$ cat config.mk
export PLATFORM = sky130hd
export DESIGN_NAME = cpu_controller
export DESIGN_NICKNAME = d
export VERILOG_FILES = /design/src/rtl/cpu_ctrl_pkg.sv /design/src/rtl/cpu_controller_cond_check.sv /design/src/rtl/cpu_controller.sv
export SDC_FILE = /design/constraint.sdc
export NUM_CORES = 1
export LEC_CHECK = 0
export BUFFER_PORTS_ARGS = -buffer_cell sky130_fd_sc_hd__buf_2
export CORE_ASPECT_RATIO = 1.1
export CORE_UTILIZATION = 40
export DETAILED_ROUTE_END_ITERATION = 7
export PLACE_DENSITY = 0.76
export SYNTH_ARGS = -nofsm -noshare
export SYNTH_HDL_FRONTEND = slang
export SYNTH_SLANG_ARGS = --single-unit
$ cat constraint.sdc
create_clock -name clk -period 1.8 [get_ports clk]
set_clock_uncertainty 0.15 [all_clocks]
set_input_delay 0.36 -clock clk [delete_from_list [all_inputs] [get_ports clk]]
set_output_delay 0.36 -clock clk [all_outputs]
set_load 0.02 [all_outputs]
$ cat src/rtl/cpu_ctrl_pkg.sv
// rtl/cpu_ctrl_pkg.sv - shared types and encodings for the ARM32 multicycle controller
package cpu_ctrl_pkg;

  typedef enum logic [2:0] {
    S_RESET     = 3'd0,
    S_FETCH     = 3'd1,
    S_DECODE    = 3'd2,
    S_SHIFT_RD  = 3'd3,
    S_EXECUTE   = 3'd4,
    S_WRITEBACK = 3'd5,
    S_HALT      = 3'd6
  } state_t;

  localparam logic [6:0] OP_MOV_IMM = 7'b0000000;
  localparam logic [6:0] OP_HALT    = 7'b0000001;
  localparam logic [6:0] OP_B       = 7'b1000000;
  localparam logic [6:0] OP_BL      = 7'b1000100;
  localparam logic [6:0] OP_BX      = 7'b1000001;
  localparam logic [6:0] OP_BLX     = 7'b1000101;

  // operand type field, opcode[5:4]
  localparam logic [1:0] OPT_IMM = 2'b00;
  localparam logic [1:0] OPT_REG = 2'b01;
  localparam logic [1:0] OPT_RSH = 2'b11;

  localparam logic [3:0] COND_EQ = 4'b0000;
  localparam logic [3:0] COND_NE = 4'b0001;
  localparam logic [3:0] COND_CS = 4'b0010;
  localparam logic [3:0] COND_CC = 4'b0011;
  localparam logic [3:0] COND_MI = 4'b0100;
  localparam logic [3:0] COND_PL = 4'b0101;
  localparam logic [3:0] COND_VS = 4'b0110;
  localparam logic [3:0] COND_VC = 4'b0111;
  localparam logic [3:0] COND_HI = 4'b1000;
  localparam logic [3:0] COND_LS = 4'b1001;
  localparam logic [3:0] COND_GE = 4'b1010;
  localparam logic [3:0] COND_LT = 4'b1011;
  localparam logic [3:0] COND_GT = 4'b1100;
  localparam logic [3:0] COND_LE = 4'b1101;
  localparam logic [3:0] COND_AL = 4'b1110;
  localparam logic [3:0] COND_NV = 4'b1111;

  localparam logic [1:0] SEL_PC_INC = 2'b00;
  localparam logic [1:0] SEL_PC_IMM = 2'b01;
  localparam logic [1:0] SEL_PC_RM  = 2'b10;

  localparam logic [1:0] SEL_B_RM_IMM5 = 2'b00;
  localparam logic [1:0] SEL_B_IMM12   = 2'b01;
  localparam logic [1:0] SEL_B_RM_RS   = 2'b10;

  localparam logic [2:0] ALU_ADD    = 3'b000;
  localparam logic [2:0] ALU_SUB    = 3'b001;
  localparam logic [2:0] ALU_CMP    = 3'b010;
  localparam logic [2:0] ALU_AND    = 3'b011;
  localparam logic [2:0] ALU_ORR    = 3'b100;
  localparam logic [2:0] ALU_EOR    = 3'b101;
  localparam logic [2:0] ALU_PASS_B = 3'b111;

endpackage

$ cat src/rtl/cpu_controller_cond_check.sv
// rtl/cpu_controller_cond_check.sv - ARM condition-code evaluation against NZCV
module cond_check
  import cpu_ctrl_pkg::*;
(
  input  logic [3:0] i_cond,
  input  logic [3:0] i_status,
  output logic       o_pass
);

  logic w_n, w_z, w_c, w_v;

  assign w_n = i_status[3];
  assign w_z = i_status[2];
  assign w_c = i_status[1];
  assign w_v = i_status[0];

  always_comb begin
    o_pass = 1'b0;
    case (i_cond)
      COND_EQ: o_pass = w_z;
      COND_NE: o_pass = !w_z;
      COND_CS: o_pass = w_c;
      COND_CC: o_pass = !w_c;
      COND_MI: o_pass = w_n;
      COND_PL: o_pass = !w_n;
      COND_VS: o_pass = w_v;
      COND_VC: o_pass = !w_v;
      COND_HI: o_pass = w_c && !w_z;
      COND_LS: o_pass = !w_c || w_z;
      COND_GE: o_pass = (w_n == w_v);
      COND_LT: o_pass = (w_n != w_v);
      COND_GT: o_pass = !w_z && (w_n == w_v);
      COND_LE: o_pass = w_z || (w_n != w_v);
      COND_AL: o_pass = 1'b1;
      COND_NV: o_pass = 1'b1;
      default: o_pass = 1'b0;
    endcase
  end

endmodule

$ cat src/rtl/cpu_controller.sv
// rtl/cpu_controller.sv - multicycle fetch/decode/execute/writeback sequencer for the ARM32 core
module cpu_controller
  import cpu_ctrl_pkg::*;
(
  input  logic       clk,
  input  logic       rst,
  input  logic       mem_ready,
  input  logic [6:0] opcode,
  input  logic [3:0] cond,
  input  logic       en_status,
  input  logic [3:0] status,
  output logic       mem_rd_req,
  output logic       load_ir,
  output logic       load_pc,
  output logic [1:0] sel_pc,
  output logic       load_a,
  output logic       load_b,
  output logic       load_s,
  output logic [1:0] sel_b,
  output logic [2:0] alu_op,
  output logic       load_c,
  output logic       load_status,
  output logic       wb_en,
  output logic       wb_link,
  output logic       halted
);

  state_t     r_state;
  logic       w_cond_pass;
  logic       w_is_branch;
  logic       w_is_data;
  logic       w_is_cmp;
  logic       w_is_rsh;
  logic [2:0] w_alu_op;
  logic [1:0] w_sel_b;

  cond_check u_cond_check (
    .i_cond   (cond),
    .i_status (status),
    .o_pass   (w_cond_pass)
  );

  // Anything that is neither a listed branch nor a well-formed data op stops the core.
  always_comb begin
    w_is_branch = (opcode == OP_B) || (opcode == OP_BL) ||
                  (opcode == OP_BX) || (opcode == OP_BLX);
    w_is_data   = !opcode[6] && (opcode[5:4] != 2'b10) &&
                  (opcode[3] ? (opcode[2:0] != 3'b110) : (opcode[2:0] == 3'b000));
    w_is_cmp    = w_is_data && opcode[3] && (opcode[2:0] == ALU_CMP);
    w_is_rsh    = (opcode[5:4] == OPT_RSH);
    w_alu_op    = opcode[3] ? opcode[2:0] : ALU_PASS_B;
    case (opcode[5:4])
      OPT_IMM: w_sel_b = SEL_B_IMM12;
      OPT_REG: w_sel_b = SEL_B_RM_IMM5;
      default: w_sel_b = SEL_B_RM_RS;
    endcase
  end

  always_ff @(posedge clk or posedge rst) begin
    if (rst) begin
      r_state <= S_RESET;
    end else begin
      case (r_state)
        S_RESET:     r_state <= S_FETCH;
        S_FETCH:     if (mem_ready) r_state <= S_DECODE;
        S_DECODE: begin
          if (!w_cond_pass)     r_state <= S_FETCH;
          else if (w_is_branch) r_state <= S_EXECUTE;
          else if (!w_is_data)  r_state <= S_HALT;
          else if (w_is_rsh)    r_state <= S_SHIFT_RD;
          else                  r_state <= S_EXECUTE;
        end
        S_SHIFT_RD:  r_state <= S_EXECUTE;
        S_EXECUTE:   r_state <= w_is_branch ? S_FETCH : S_WRITEBACK;
        S_WRITEBACK: r_state <= S_FETCH;
        S_HALT:      r_state <= S_HALT;
        default:     r_state <= S_RESET;
      endcase
    end
  end

  always_comb begin
    mem_rd_req  = 1'b0;
    load_ir     = 1'b0;
    load_pc     = 1'b0;
    sel_pc      = SEL_PC_INC;
    load_a      = 1'b0;
    load_b      = 1'b0;
    load_s      = 1'b0;
    sel_b       = SEL_B_RM_IMM5;
    alu_op      = ALU_ADD;
    load_c      = 1'b0;
    load_status = 1'b0;
    wb_en       = 1'b0;
    wb_link     = 1'b0;
    halted      = 1'b0;
    case (r_state)
      S_FETCH: begin
        mem_rd_req = 1'b1;
        load_ir    = mem_ready;
      end
      S_DECODE: begin
        load_a  = 1'b1;
        load_b  = 1'b1;
        load_pc = 1'b1;
      end
      S_SHIFT_RD: load_s = 1'b1;
      S_EXECUTE: begin
        if (w_is_branch) begin
          // Link write uses the PC value before this edge's branch update.
          load_pc = 1'b1;
          sel_pc  = opcode[0] ? SEL_PC_RM : SEL_PC_IMM;
          wb_en   = opcode[2];
          wb_link = opcode[2];
        end else begin
          sel_b  = w_sel_b;
          alu_op = w_alu_op;
          load_c = 1'b1;
        end
      end
      S_WRITEBACK: begin
        wb_en       = !w_is_cmp;
        load_status = en_status || w_is_cmp;
      end
      S_HALT:  halted = 1'b1;
      default: ;
    endcase
  end

endmodule

==> After elaboration in Yosys (flattened, before gate mapping) <==
Cells that the tools add are included.
W data, S select, Z words.
{ "totals": {"elab_cells": 89, "regBits": 3} }
{ "classes": {"n_reduce_logical": 24, "n_eq_ne": 33, "n_mux": 31} }
{ "op_table": {"columns": ["cell", "count"], "rows": [
  ["$eq A4 B4 Y1 const B", 8],
  ["$eq A7 B7 Y1 const B", 4],
  ["$mux W3", 9],
  ["$pmux W3 S6", 1],
  ["$eq A4 B3 Y1 const B", 4],
  ["$pmux W1 S15", 1],
  ["$mux W1", 12],
  ["$mux W2", 5],
  ["$eq A3 B2 Y1 const B", 3],
  ["$eq A3 B3 Y1 const B", 3],
  ["$eq A4 B2 Y1 const B", 2],
  ["$logic_and A1 B1 Y1", 6],
  ["$logic_not A1 Y1", 6],
  ["$logic_not A3 Y1", 2],
  ["$logic_or A1 B1 Y1", 6],
  ["$eq A4 B1 Y1 const B", 1],
  ["$logic_not A4 Y1", 1],
  ["$ne A2 B2 Y1 const B", 2],
  ["$pmux W1 S2", 2],
  ["$pmux W2 S2", 1],
  ["$reduce_or A2 Y1", 2],
  ["$eq A3 B1 Y1 const B", 1],
  ["$ne A3 B3 Y1 const B", 1],
  ["$eq A2 B1 Y1 const B", 1],
  ["4 further kinds", 4]
]} }

==> Longest topological paths before layout <==
Gate-level depths: netlist of run 1.
{ "depth": {"word_depth": 7, "mapped_depth": 6} }

==> By module <==
A second synthesis of run 1 with hierarchy kept.
{ "hier_totals": {"cells_unflattened": 89, "hier_area_um2": 585.6} }
{ "by_module_without_submodules": {"columns": ["module", "cells_per_inst", "area_each_um2", "instances"], "rows": [
  ["cpu_controller", 60, 384.1, 1],
  ["cond_check", 29, 201.4, 1]
]} }

==> Worst setup path after synthesis of run 1 <==
No wires, ideal clock.
{ "synth_path": {"path_type": "register to output", "start": "reg r_state[1]", "end": "out sel_b[0]", "required_time_ps": 1290, "path_slack_ps": -113, "arrival_time_ps": 1403, "n_path_buf": 1, "path_stages_with_launch": 5, "cell_sequence": "dfrtp_1 > buf_6 > nor3b_1 > nand2b_1 > nor3_1"} }
{ "synth_via": {"elab_chain_cells": 2} }
{ "synth_rtl": {"columns": ["item", "line_no", "text"], "rows": [
  ["from (decl)", "cpu_controller.sv:28", "state_t r_state;"],
  ["from (signal assigned)", "cpu_controller.sv:74", "S_EXECUTE: r_state <= w_is_branch ? S_FETCH : S_WRITEBACK;"],
  ["$eq A3 B3 Y1", "cpu_controller.sv:97", "case (r_state)"],
  ["$mux W2", "cpu_controller.sv:97", null],
  ["to (decl)", "cpu_controller.sv:19", "output logic [1:0] sel_b,"]
]} }
Every way passes these cells.

==> Final worst setup path of run 1 <==
{ "layout_path": {"start": "reg r_state[0]", "end": "out alu_op[2]"} }
{ "layout_via": {"elab_chain_cells": 2} }
{ "layout_rtl": {"columns": ["item", "line_no", "text"], "rows": [
  ["$eq A3 B3 Y1", "cpu_controller.sv:97", null],
  ["$mux W3", "cpu_controller.sv:97", null],
  ["to (decl)", "cpu_controller.sv:20", "output logic [2:0] alu_op,"]
]} }
Every way passes these cells.

==> impl_metrics.tcl, run 1 <==
set metrics [dict create \
    layout-drive-gt1-share 0.550 \
    ios 37 \
    synth_cells 89 \
    path_clk_slew_ns 0.04 \
    die_h_microns 42.3 \
    fin_tns_setup_ns -0.583 \
    largest_register_ffs 3 \
    fin_crit_ns 1.88 \
    grt_max_degree 11 \
    fp-row-count 14 \
    post_dp_cell_area_sq_um 858 \
    dieWidth_microns 38.6 \
    finalSetupViolCount 10 \
    status "complete, but fails checks" \
    hold_viol_final 0 \
    syn_avg_cell_area_sq_um 6.64 \
    cts_made_buffers 3 \
    synth_nets 108 \
    hold_path_depth 4 \
    die_area_sq_um 1630 \
    routedWlPerCell_microns 13.5 \
    final_common_cell "buf_4" \
    hold_ws_ns 0.335 \
    initial_core_util 0.432 \
    leakage_nw 0.530 \
    rsz0062_at_grt "yes" \
    grt-ovfl-total 0 \
    num_vias 864 \
    cts_tree "done" \
    stdcell_count 156 \
    layout.nets 160 \
    htreeDepth 1 \
    reg.largest.list "r_state x3" \
    via_per_inst 5.54 \
    finalCritPeriodShare 1.04 \
    diodes 0 \
    cp_slowest_cell "dfrtp_1" \
    crit_path_start_kind "flop" \
    cts_buffer_depth 2 \
    final_cell_mix "buf_4, buf_2, nor2_1, inv_1, buf_6" \
    grt_pass1_wl_mm 2.81 \
    ys_ff_latch 3 \
    dr.pass1.iters 4 \
    relSlewSlack 0.716 \
    wl_mm 2.11 \
    groute.usage.overall 0.232 \
    synth_area_sq_um 591 \
    clock.fmax_ghz 0.533 \
    drv_slew 0 \
    preCtsSetupSlack_ns -0.174 \
    yosys_warnings 0 \
    max_stage_delay_ns 0.39 \
    hpwl_mm 1.33 \
    synth-seq-area-share 0.127 \
    min_path_type "in -> reg" \
    coreArea_sq_um 1370 \
    crit_path_frequent_cell "buf_4" \
    grt_pass1_vias 737 \
    worst-r2r-cell-count 6 \
    place_congestion 0.861 \
    dp_cells 148 \
    cts-root-buf "clkbuf_4" \
    worstSetupPathType "reg -> out" \
    end_kind "output port" \
    required_ns 1.29 \
    clock_latency_ns 0.24 \
    fin_area_sq_um 1070 \
    violations "setup timing" \
    ir_drop_v 0.000592 \
    clock_sinks 3 \
    area_growth_pct 81.1 \
    maxCapViolCount 0 \
    drtIter0Drc 11 \
    synth_cell_types 39 \
    antenna_found_initial 0 \
    ant_nets 0 \
    powerDensity_nw_per_um2 906 \
    post-route-drc-count 0 \
    fin_ws_ns -0.0772 \
    io_buffers 36 \
    cp_max_fo 5 \
    regMostFlops "r_state" \
    worstMarginPinSlew_ns 0.424 \
    worstPathCellList "nor3b_2 -> buf_4 -> nand2b_2 -> nor2_1 -> buf_4" \
    cp.arrival_ns 1.37 \
]
-- per-layer routing --
| metal | track usage | wire [microns] | vias up | part of all wire |
|---|---|---|---|---|
| li1 | - | - | 412 | - |
| met1 | 0.241 | 810 | 415 | 0.38 |
| met2 | 0.443 | 1200 | 34 | 0.57 |
| met3 | 0.0319 | 85 | 3 | 0.040 |
| met4 | 0.0759 | 15 | 0 | 0.0071 |
| met5 | 0 | 0 | - | 0 |
-- worst max-delay path, delay by kind of cell, from the launching register on --
family | cells | cell delay [ns]
buffers and inverters | 2 | 0.30
flip-flops | 1 | 0.39
AND/OR/NAND/NOR | 3 | 0.43
-- layout make-up --
cell class                      count  area [sq um]
Fill cell                          85           297
Timing Repair Buffer               54           390
Clock buffer                        4          26.3
Multi-Input combinational cell     71           524
Sequential cell                     3          75.1
Tap cell                           16          20.0
Inverter                            8          33.8
-- worst paths after layout --
kind	start	endpoint	slack, ns
min in group asynchronous	rst	r_state[2]$_DFFE_PP0P_	0.39
min	mem_ready	r_state[1]$_DFFE_PP0P_	0.33
max reg2reg	r_state[0]$_DFFE_PP0P_	r_state[1]$_DFFE_PP0P_	0.39
max	r_state[0]$_DFFE_PP0P_	alu_op[2]	-0.08
min reg2reg	r_state[2]$_DFFE_PP0P_	r_state[2]$_DFFE_PP0P_	0.57
max in group asynchronous	rst	r_state[1]$_DFFE_PP0P_	0.99
-- kinds of logic after synthesis --
kind of cell,synth area share
xor+xnor,0.0445
flops,0.127
simple gates,0.470
compound gates,0.227
buf+inv,0.131
-- repair_timing --
item                                   CTS  global route
hold buffers                             1             0
endpoints found under the hold margin    3             0
buffers inserted                         1             2
setup endpoints to repair               11            18
pin swaps                                6             7
resized for setup                       20            23
-- report_power, final --
group / internal, mW / switching, mW
registers: 0.0964 / 0.0219
logic: 0.341 / 0.388
clock network: 0.0833 / 0.0384
-- Yosys cell counts, drive strengths merged --
cell	number	area, sq um
nand3b	2	15.0
dfrtp	3	75.1
and3b	2	17.5
xnor2	1	8.76
o21bai	1	7.51
a211oi	2	15.0
inv	8	30.0
and3	1	6.26
nor3	3	15.0
nand3	3	15.0
a22o	1	8.76
or2b	1	8.76
a32oi	1	8.76
buf	4	33.8
o21a	1	7.51
nand2	7	26.3
a21oi	4	20.0
o311a	1	11.3
nor4	3	25.0
o2111ai	1	8.76
o21ai	4	20.0
nor2	9	33.8
a31oi	2	12.5
o22ai	1	6.26
nor2b	2	12.5
nand2b	4	25.0
nor3b	2	15.0
xor2	2	17.5
and2	4	25.0
o211ai	1	7.51
nand4	1	6.26
or3	1	6.26
nand4b	1	8.76
clkbuf	3	13.8
and2b	2	16.3
-- metrics by stage --
step | power (mW) | util
after floorplan | 0.483 | -
after global placement | 0.638 | 0.628
after detailed placement | 0.653 | 0.628
after CTS | 0.814 | 0.705
after global routing | 1.02 | 0.783
final | 0.969 | 0.783
Power figures use the tool's default switching activity.
==> inputs of run 2 (changes only) <==
Settings changed: CELL_PAD_IN_SITES_DETAIL_PLACEMENT from default to 0, CELL_PAD_IN_SITES_GLOBAL_PLACEMENT from default to 1, CORE_UTILIZATION 40 to 27, PLACE_DENSITY 0.76 to default, PLACE_DENSITY_LB_ADDON from default to 0.1.
==> run 2 against run 1 <==
  * The flow still finishes with violations (setup timing)
  * Maximum frequency is 0.51% higher
  * Setup slack better by 0.0096 ns
  * Global-route usage is 6.6 points lower
==> impl_metrics.tcl, run 2 (same netlist as run 1, synthesis figures left out) <==
set metrics [dict create \
    powerDensity_nw_per_um2 790 \
    regMostFlops "r_state" \
    hold_start "mem_ready" \
    cp_max_fo 3 \
    clock.fmax_ghz 0.535 \
    finalPower_uw 883 \
    wl_mm 1.98 \
    dieWidth_microns 46.6 \
    grt_pass1_wl_mm 2.95 \
    clock_latency_ns 0.23 \
    drtIter0Drc 2 \
    cp.arrival_ns 1.36 \
    cp.depth 7 \
    io_buffers 36 \
    die_area_sq_um 2380 \
    place_congestion 0.781 \
    min_path_type "in -> reg" \
    status "complete, but fails checks" \
    grt_pass1_vias 723 \
    end_kind "output port" \
    cp_slowest_cell "nor4_4" \
    coreArea_sq_um 2040 \
    relSlewSlack 0.770 \
    fin_tns_setup_ns -0.275 \
    via_per_inst 4.88 \
    layout.nets 161 \
    timing.critical_path.buf_inv 2 \
    worst-r2r-cell-count 6 \
    path_clk_slew_ns 0.04 \
    htreeDepth 1 \
    num-fill-cells 207 \
    final_util 0.547 \
    num_vias 825 \
    antenna_found_initial 0 \
    diodes 0 \
    cts_buffer_depth 2 \
    largest_register_ffs 3 \
    die_h_microns 51.1 \
    final_common_cell "buf_4" \
    fin_crit_ns 1.87 \
    hold_ws_ns 0.364 \
    maxCapViolCount 0 \
    grt_max_degree 11 \
    grt-ovfl-total 0 \
    cpLargestDelayFamily "simple AND/OR/NAND/NOR gates" \
    finalSetupViolCount 9 \
    finalCritPeriodShare 1.04 \
    r2r_slack_ns 0.44 \
    ant_nets 0 \
    worstPathCellList "buf_8 -> nor4_4 -> and2_4 -> nand2_2 -> o21ai_1 -> and3b_1 -> buf_6" \
    max_stage_delay_ns 0.27 \
    dr.pass1.iters 4 \
    cts-root-buf "clkbuf_4" \
    groute.usage.overall 0.167 \
    cts_made_buffers 3 \
    ios 37 \
    crit_path_start_kind "input pin" \
    worstSetupPathType "in -> out" \
    final_cell_mix "buf_4, buf_2, buf_6, nor2_1, inv_1" \
    fp-row-count 17 \
    violations "setup timing" \
    stdcell_count 169 \
    hold_viol_final 0 \
    ir_drop_v 0.000559 \
    reg.largest.list "r_state x3" \
    clock_sinks 3 \
    cts_tree "done" \
    fin_ws_ns -0.0676 \
    drv_slew 0 \
    crit-reg2reg-launch "r_state[0]$_DFFE_PP0P_" \
    leakage_nw 0.554 \
    routedWlPerCell_microns 11.7 \
    area_growth_pct 89.2 \
    post-route-drc-count 0 \
    worstMarginPinSlew_ns 0.342 \
    dp_cells 161 \
    hold_path_depth 4 \
    initial_core_util 0.289 \
    required_ns 1.29 \
    rsz0062_at_grt "yes" \
    layout-drive-gt1-share 0.553 \
    hpwl_mm 1.39 \
    hold_path_end "r_state[1]$_DFFE_PP0P_" \
    r2r_end "r_state[1]$_DFFE_PP0P_" \
]
-- run 2: worst max-delay path by stage --
stage                           start                      to  slack (ns)
2_1_floorplan  r_state[1]$_DFFE_PP0P_               alu_op[0]       -0.02
3_3_place_gp                status[0]  r_state[2]$_DFFE_PP0P_       -0.17
3_5_place_dp                status[0]  r_state[2]$_DFFE_PP0P_       -0.17
4_1_cts                     opcode[5]                   wb_en       -0.08
5_1_grt                     opcode[1]                   wb_en       -0.13
6_report                    opcode[1]                   wb_en       -0.07
-- run 2: cell type report --
cell class | instances | area, sq um | area share
Tap cell | 28 | 35.0 | 0.0314
Timing Repair Buffer | 55 | 413 | 0.370
Clock buffer | 4 | 26.3 | 0.0235
Inverter | 8 | 30.0 | 0.0269
Multi-Input combinational cell | 71 | 538 | 0.482
Sequential cell | 3 | 75.1 | 0.0672
-- run 2: worst register-to-register path: stages (launching register included) --
cell and delay [ns]:
dfrtp_1 0.39, buf_6 0.14, inv_2 0.07, nand2_1 0.09
a211oi_1 0.19, nand2_1 0.07, o21ai_0 0.17
-- run 2: repair_timing --
item / in CTS / in global routing
pin swaps: 7 / 7
hold buffers: 1 / 0
buffers inserted: 2 / 1
gates resized for setup: 29 / 21
setup endpoints to repair: 12 / 19
endpoints found under the hold margin: 3 / 0
-- run 2: power breakdown --
part | switching, mW | total (mW) | internal [mW]
Combinational | 0.355 | 0.652 | 0.297
Sequential | 0.0181 | 0.114 | 0.0964
Clock | 0.0335 | 0.117 | 0.0830
-- run 2: metal layers --
layer | global-route usage | part of all wire
met5 | 0 | 0
met4 | 0.0637 | 0
met3 | 0.0283 | 0.043
met2 | 0.278 | 0.53
met1 | 0.206 | 0.43
-- run 2: through the flow --
step	worst slack, ns	area [sq um]
floorplan	-0.0201	601
global placement	-0.167	881
detailed placement	-0.171	881
CTS	-0.0776	1040
global route	-0.127	1120
finish	-0.0676	1120
==> inputs of run 3 (changes only) <==
Settings changed: SKIP_LAST_GASP from default to 1.
==> run 3 against run 2 <==
  * The flow still finishes with violations (setup timing)
  * First-iteration DRC count grew to 2.5 times the previous value
  * Critical path depth is the same
  * Die area is the same
  * Largest power group unchanged
==> impl_metrics.tcl, run 3 (same netlist as run 1, synthesis figures left out) <==
set metrics [dict create \
    cts_tree "done" \
    post-route-drc-count 0 \
    cp.arrival_ns 1.40 \
    layout-drive-gt1-share 0.535 \
    grt_pass1_vias 723 \
    routedWlPerCell_microns 11.6 \
    crit_path_start_kind "input pin" \
    wl_mm 1.97 \
    hold_viol_final 0 \
    antenna_found_initial 0 \
    coreArea_sq_um 2040 \
    grt-ovfl-total 0 \
    dieWidth_microns 46.6 \
    worstPathCellList "buf_8 -> nor4_4 -> and2_4 -> buf_4 -> nand2b_4 -> nor2_1 -> buf_4" \
    place_congestion 0.781 \
    leakage_nw 0.561 \
    htreeDepth 1 \
    required_ns 1.29 \
    drtIter0Drc 5 \
    ios 37 \
    fp-row-count 17 \
    status "complete, but fails checks" \
    io_buffers 36 \
    area_growth_pct 88.6 \
    end_kind "output port" \
    path_clk_slew_ns 0.04 \
    maxCapViolCount 0 \
    layout.nets 162 \
    grt_max_degree 11 \
    hold_path_depth 4 \
    min_path_type "in -> reg" \
    r2r_slack_ns 0.44 \
    worstMarginPinSlew_ns 0.342 \
    groute.usage.overall 0.167 \
    cp_slowest_cell "nor4_4" \
    num_vias 815 \
    rsz0062_at_grt "yes" \
    clock_latency_ns 0.23 \
    violations "setup timing" \
    hpwl_mm 1.39 \
    clock.fmax_ghz 0.524 \
    crit_path_frequent_cell "buf_4" \
    relSlewSlack 0.770 \
    cts_made_buffers 3 \
    largest_register_ffs 3 \
    ant_nets 0 \
    finalSetupViolCount 11 \
    post_dp_cell_area_sq_um 881 \
    drv_slew 0 \
    diodes 0 \
    die_h_microns 51.1 \
    fin_crit_ns 1.91 \
    preCtsSetupSlack_ns -0.171 \
    reg.largest.list "r_state x3" \
    hold_ws_ns 0.364 \
    via_per_inst 4.79 \
    die_area_sq_um 2380 \
    initial_core_util 0.289 \
    ir_drop_v 0.000566 \
    powerDensity_nw_per_um2 787 \
    regMostFlops "r_state" \
    final_common_cell "buf_4" \
    finalCritPeriodShare 1.06 \
    max_stage_delay_ns 0.27 \
    fin_tns_setup_ns -0.610 \
    final_cell_mix "buf_4, buf_2, buf_6, nor2_1, inv_1" \
    cts_buffer_depth 2 \
    cts-root-buf "clkbuf_4" \
    fin_area_sq_um 1110 \
    worstSetupPathType "in -> out" \
    clock_sinks 3 \
    dr.pass1.iters 4 \
    worst-r2r-cell-count 6 \
    fin_ws_ns -0.108 \
    cp_max_fo 5 \
    grt_pass1_wl_mm 2.95 \
]
==> run 3: worst paths after layout <==
path | to | from
hold / removal | r_state[1]$_DFFE_PP0P_ | mem_ready
min in group asynchronous | r_state[1]$_DFFE_PP0P_ | rst
setup reg to reg | r_state[1]$_DFFE_PP0P_ | r_state[0]$_DFFE_PP0P_
hold reg to reg | r_state[2]$_DFFE_PP0P_ | r_state[2]$_DFFE_PP0P_
setup / recovery | alu_op[2] | opcode[1]
max in group asynchronous | r_state[2]$_DFFE_PP0P_ | rst
==> run 3: report_power, final <==
group	switching (mW)	internal (mW)
combinational	0.350	0.295
sequential	0.0181	0.0964
clock	0.0335	0.0830
==> run 3: layout make-up <==
cell class	instances	area, sq um
fillers	198	928
multi-input cells	71	527
repair buffers	56	420
flip-flops and latches	3	75.1
well taps	28	35.0
inverters	8	30.0
clock buffers	4	26.3
==> run 3: metal layers <==
metal / global-route usage / share of wire
met2: 0.278 / 0.52
met1: 0.206 / 0.44
met3: 0.0283 / 0.036
met5: 0 / 0
met4: 0.0637 / 0
==> run 3: stage by stage <==
stage | total power, mW | util | instances
after CTS | 0.854 | 0.506 | 168
after global routing | 0.944 | 0.545 | 170
after floorplan | 0.483 | - | 89
final | 0.876 | 0.545 | 170
after global placement | 0.658 | 0.431 | 161
after detailed placement | 0.660 | 0.431 | 161
==> run 3: timing repair <==
item,4_1_cts,5_1_grt
pin swaps,7,6
hold endpoints to repair,3,0
gates resized for setup,28,18
hold buffers,1,0
setup endpoints to repair,12,19
setup buffers,2,2
==> run 3: worst max-delay path, delay by kind of cell <==
kind	cells	cell delay, ns
buffers and inverters	3	0.35
AND/OR/NAND/NOR	4	0.67
